File: config.mk
export PLATFORM = sky130hd
export DESIGN_NAME = ex_mem_pipe_reg
export DESIGN_NICKNAME = d
export VERILOG_FILES = /design/src/rtl/ex_mem_pipe_reg.sv
export SDC_FILE = /design/constraint.sdc
export NUM_CORES = 1
export LEC_CHECK = 0
export CAP_MARGIN = 5
export CORE_MARGIN = 2
export CORE_UTILIZATION = 51
export DETAILED_ROUTE_END_ITERATION = 8
export PLACE_DENSITY_LB_ADDON = 0.3
export RECOVER_POWER = 50
export SLEW_MARGIN = 20
export SYNTH_ARGS = -nofsm -noshare
export SYNTH_HDL_FRONTEND = slang
export SYNTH_SLANG_ARGS = --single-unit
File: constraint.sdc
create_clock -name clk -period 1.9 [get_ports clk]
set_clock_uncertainty 0.1 [all_clocks]
set_input_delay 0.285 -clock clk [delete_from_list [all_inputs] [get_ports clk]]
set_output_delay 0.285 -clock clk [all_outputs]
set_load 0.01 [all_outputs]
File: src/rtl/ex_mem_pipe_reg.sv
// ex_mem_pipe_reg: EX/MEM pipeline register with a one-entry skid buffer and branch/jump redirect.
// Define EX_MEM_STALL_CNT_EN to count backpressure cycles on stall_cnt_out.
module ex_mem_pipe_reg #(
    parameter int XLEN = 32,
    parameter int RA_W = 5
) (
    input  logic                       clk,
    input  logic                       rst,
    input  logic                       flush,
    input  logic                       in_valid,
    output logic                       in_ready,
    input  logic [6:0]                 ctrl_in,
    input  logic                       zero_in,
    input  logic [XLEN-1:0]            alu_result_in,
    input  logic [XLEN-1:0]            rd2_in,
    input  logic [RA_W-1:0]            wn_in,
    input  logic [XLEN-1:0]            b_address_in,
    input  logic [XLEN-1:0]            j_address_in,
    output logic                       out_valid,
    input  logic                       out_ready,
    output logic [4+2*XLEN+RA_W-1:0]   payload_out,
    output logic                       redirect_out,
    output logic [XLEN-1:0]            redirect_pc_out,
    output logic [31:0]                stall_cnt_out
);
    // ctrl = {wb[1:0], branch, mem_read, mem_write, beq_bne, jump}
    typedef struct packed {
        logic [6:0]      ctrl;
        logic            zero;
        logic [XLEN-1:0] alu;
        logic [XLEN-1:0] rd2;
        logic [RA_W-1:0] wn;
        logic [XLEN-1:0] b_addr;
        logic [XLEN-1:0] j_addr;
    } entry_t;

    entry_t in_e, main_q, main_d, skid_q, skid_d;
    logic   main_v_q, main_v_d, skid_v_q, skid_v_d;
    logic   accept, load_main, taken;

    assign in_e      = {ctrl_in, zero_in, alu_result_in, rd2_in, wn_in, b_address_in, j_address_in};
    assign in_ready  = ~skid_v_q;
    assign out_valid = main_v_q;
    assign accept    = in_valid & in_ready;
    assign load_main = ~main_v_q | out_ready;

    always_comb begin
        main_d   = load_main ? (skid_v_q ? skid_q : (accept ? in_e : main_q)) : main_q;
        skid_d   = (~load_main & accept) ? in_e : skid_q;
        main_v_d = ~flush & (load_main ? (skid_v_q | accept) : main_v_q);
        skid_v_d = ~flush & ~load_main & (skid_v_q | accept);
    end

    always_ff @(posedge clk) begin
        if (rst) begin
            main_q   <= '0;
            skid_q   <= '0;
            main_v_q <= 1'b0;
            skid_v_q <= 1'b0;
        end else begin
            main_q   <= main_d;
            skid_q   <= skid_d;
            main_v_q <= main_v_d;
            skid_v_q <= skid_v_d;
        end
    end

    assign payload_out     = {main_q.ctrl[6:5], main_q.ctrl[3], main_q.ctrl[2], main_q.alu, main_q.rd2, main_q.wn};
    assign taken           = main_q.ctrl[0] | (main_q.ctrl[4] & (main_q.ctrl[1] ? ~main_q.zero : main_q.zero));
    assign redirect_out    = main_v_q & taken;
    assign redirect_pc_out = redirect_out ? (main_q.ctrl[0] ? main_q.j_addr : main_q.b_addr) : '0;

`ifdef EX_MEM_STALL_CNT_EN
    logic [31:0] stall_cnt_q;

    always_ff @(posedge clk) begin
        if (rst)
            stall_cnt_q <= '0;
        else if (main_v_q & ~out_ready & ~&stall_cnt_q)
            stall_cnt_q <= stall_cnt_q + 32'd1;
    end

    assign stall_cnt_out = stall_cnt_q;
`else
    assign stall_cnt_out = 32'd0;
`endif
endmodule

==> results of run 1 <==
## final cells by class
cell class / instances / area [um^2] / area share, %
Multi-Input combinational cell: 953 / 6330 / 37.8
Sequential cell: 284 / 5700 / 34.0
Tap cell: 330 / 413 / 2.46
Antenna cell: 2 / 5.00 / 0.0299
Inverter: 1 / 3.75 / 0.0224
Timing Repair Buffer: 309 / 3260 / 19.4
Clock inverter: 10 / 150 / 0.896
Clock buffer: 43 / 901 / 5.38
## per-stage QoR
| step | total power [mW] | util, % | cells | worst slack (ns) |
|---|---|---|---|---|
| 5_1_grt | 15.0 | 66.3 | 1931 | -0.355 |
| 3_5_place_dp | 8.44 | 62.2 | 1874 | -0.186 |
| 2_1_floorplan | 7.66 | - | 1481 | 0.255 |
| 6_report | 14.5 | 66.3 | 1932 | -0.286 |
| 4_1_cts | 14.6 | 66.4 | 1929 | -0.333 |
| 3_3_place_gp | 8.40 | 62.2 | 1874 | -0.110 |
## timing repair
item | 4_1_cts | 5_1_grt
hold buffers | 1 | 0
endpoints found under the hold margin | 18 | 0
gates resized for setup | 155 | 16
buffers inserted | 0 | 1
endpoints found under the setup margin | 35 | 35
pin swaps | 2 | 3
cloned | 1 | 0
## flip-flops by register name, indices dropped and copies added, names as in the netlist
| register | count |
|---|---|
| main_q | 68 |
| out_valid | 1 |
| payload_out | 73 |
| skid_q | 141 |
| skid_v_q | 1 |
## worst max-delay path, delay by kind of cell (launching register included)
kind | cells | cell delay, ns
compound gates | 1 | 0.09
xor+xnor | 1 | 0.19
buf+inv | 3 | 0.42
flops | 1 | 0.35
simple gates | 1 | 0.20
## worst max path at each step
stage	start	to	slack, ns
final	main_q[135]	redirect_pc_out[31]	-0.29
after floorplan	main_q[134]	redirect_pc_out[10]	0.25
after global placement	main_q[135]	redirect_pc_out[5]	-0.11
after detailed placement	main_q[135]	redirect_pc_out[3]	-0.19
after global routing	main_q[135]	redirect_pc_out[31]	-0.35
after CTS	main_q[133]	redirect_pc_out[23]	-0.33
## Yosys cell counts
library cell  count  area share (%)
buf_1             2           0.057
nor2b_1           1           0.048
nand4bb_1         1           0.086
clkbuf_1         84             2.4
nor4_1            1           0.048
dfxtp_1         284              43
or2_1             1           0.048
nand2b_1          1           0.048
buf_2            41             1.6
conb_1            1           0.028
a211oi_2         90             8.6
nor2_1            1           0.028
mux2i_1         173              13
buf_4           106             6.0
a211oi_1         52             3.0
and4bb_1          1           0.095
inv_1             1           0.028
a21oi_1         283              11
nor3b_1          32             1.8
nand2_1         282             8.0
buf_6            10            0.86
and2_1            1           0.048
xor2_1            1           0.067
## power groups by stage
stage / logic (mW) / registers [mW] / clock network (mW)
floorplan: 1.20 / 6.46 / 0
global placement: 1.89 / 6.50 / 0
detailed placement: 1.93 / 6.51 / 0
CTS: 1.97 / 6.39 / 6.27
global route: 2.11 / 6.42 / 6.50
finish: 1.96 / 6.39 / 6.18
## per-layer routing
metal,up-vias,part of all wire (%)
met1,5092,43
li1,5180,-
met3,72,7.0
met2,332,47
met4,4,2.9
met5,-,0.064
## logic make-up (layout without fill, tap and decap cells)
kind of cell	Yosys count	after routing	synth area share [%]
AO/OA/AOI/OAI	425	425	22.3
buffers and inverters	244	363	10.9
multiplexers	173	173	13.2
other	1	34	0.0285
flip-flops	284	284	43.2
XOR/XNOR	1	1	0.0666
AND/OR/NAND/NOR	322	322	10.3
==> insert_results.sql, run 1 <==
INSERT INTO impl_metrics (metric_group, metric, value, unit) VALUES
('final_layout', 'most-common-layout-cells', '282 x a21oi_1, 282 x nand2_1, 280 x dfxtp_1', ''),
('place', 'dp.final_hpwl', '22.0', 'mm'),
('critical_path', 'worst_setup_path_start_kind', 'register', ''),
('critical_path', 'r2r-start', 'out_valid', ''),
('sta', 'final_critical_path_setup_slack', '-0.286', 'ns'),
('power', 'power_frac_clock', '42.5', '%'),
('logic_synthesis', 'yosys.cell_types.count', '23', ''),
('critical_path', 'rr_endpoint', 'payload_out[56]', ''),
('sta', 'timing.final.setup_violations', '43', ''),
('min_path', 'whs_path_depth', '2', ''),
('run_status', 'failing_checks', 'setup timing', ''),
('min_path', 'min_from', 'flush', ''),
('sta', 'finalSetupTns', '-7.44', 'ns'),
('global_routing', 'total_overflow_reported_by_the_global_router', '0', ''),
('run_status', 'run_status', 'complete, but fails checks', ''),
('critical_path', 'cp_max_fo', '3', ''),
('clock_tree', 'cts_root_buffer', 'clkbuf_16', ''),
('power', 'power_frac_seq', '44.0', '%'),
('routing', 'drtAntennaViolNets', '0', ''),
('logic_synthesis', 'ys_seq_area_share', '43.2', '%'),
('critical_path', 'crit_path_end_kind', 'output pin', ''),
('global_routing', 'first_pass_grt_wire_length', '54.2', 'mm'),
('final_layout', 'proportion_of_layout_cells_with_a_drive_suffix_above_1', '16.4', '%'),
('critical_path', 'worstPathArrival', '1.80', 'ns'),
('logic_synthesis', 'yosys_warnings', '0', ''),
('critical_path', 'r2r_setup_slack', '-0.05', 'ns'),
('global_routing', 'grt_antenna_before_repair', '3', ''),
('global_routing', 'track_usage', '24.6', '%'),
('die', 'floorplan.rows', '58', ''),
('final_layout', 'final_cell_area', '16800', 'um^2'),
('power', 'switching_component_of_the_power', '3.51', 'mW'),
('place', 'numPortBuffers', '253', ''),
('critical_path', 'cp_slowest_cell', 'dfxtp_2', ''),
('clock_tree', 'cts_made_buffers', '30', ''),
('power', 'p_int', '11.0', 'mW'),
('die', 'die_w', '165', 'um'),
('sta', 'slew_violations', '0', ''),
('global_routing', 'grtUsageMet3', '5.60', '%'),
('critical_path', 'max_stage_delay', '0.35', 'ns'),
('clock_tree', 'clock_latency', '0.55', 'ns'),
('critical_path', 'timing.critical_path.cells', 'xor2_2, a21oi_4, buf_4, buf_6, nor3b_4, buf_2', ''),
('global_routing', 'use_met1', '32.5', '%'),
('die', 'ios', '286', ''),
('clock_tree', 'clock_path_buffers', '3', ''),
('min_path', 'min_delay_worst_endpoint', 'skid_v_q', ''),
('routing', 'detail_route.drc_violations', '0', ''),
('routing', 'wire_per_inst', '17.9', 'um'),
('critical_path', 'register_to_register_path_depth', '6', ''),
('sta', 'hold_ws', '0.201', 'ns'),
('place', 'post_dp_cell_area', '15700', 'um^2'),
('routing', 'vias', '10700', ''),
('final_layout', 'syn_to_final_growth', '27.3', '%'),
('logic_synthesis', 'avgSynthCellArea', '9.08', 'um^2'),
('sta', 'final_hold_viol_count', '0', ''),
('power', 'max_ir_drop_vdd', '691', 'uV'),
('global_routing', 'grt-busiest-layer', 'met2', ''),
('sta', 'rsz_0062_raised_after_global_routing', 'true', ''),
('clock_tree', 'cts_htree_levels', '1', ''),
('clock_tree', 'cts_tree', 'yes', ''),
('sta', 'tightestPinTransition', '0.540', 'ns'),
('power', 'pwr-share-comb', '13.5', '%'),
('sta', 'timing.slew.headroom', '64.0', '%'),
('global_routing', 'maximum_number_of_pins_on_one_net_before_global_route_repair', '81', ''),
('clock_tree', 'clock_slew_at_reported_path_ffs', '0.07', 'ns'),
('critical_path', 'critical_path_class', 'reg2out', ''),
('routing', 'drt_pass1_iterations', '5', ''),
('logic_synthesis', 'post_synth_inst_count', '1450', ''),
('sta', 'achievable-frequency', '458', 'MHz'),
('routing', 'average_via_count_per_standard_cell', '5.53', ''),
('sta', 'fin_crit_sh', '115', '%'),
('critical_path', 'cp_data_required_time', '1.51', 'ns');
Power figures use the tool's default switching activity.
==> run 2: changes to the inputs <==
--- a/config.mk
+++ b/config.mk
@@ -5,7 +5,7 @@
 export SDC_FILE = /design/constraint.sdc
 export NUM_CORES = 1
 export LEC_CHECK = 0
-export CAP_MARGIN = 5
+export CAP_MARGIN = 20
 export CORE_MARGIN = 2
 export CORE_UTILIZATION = 51
 export DETAILED_ROUTE_END_ITERATION = 8
==> results of run 2 <==
The final DEF is identical to that of run 1; final timing and power are the same.
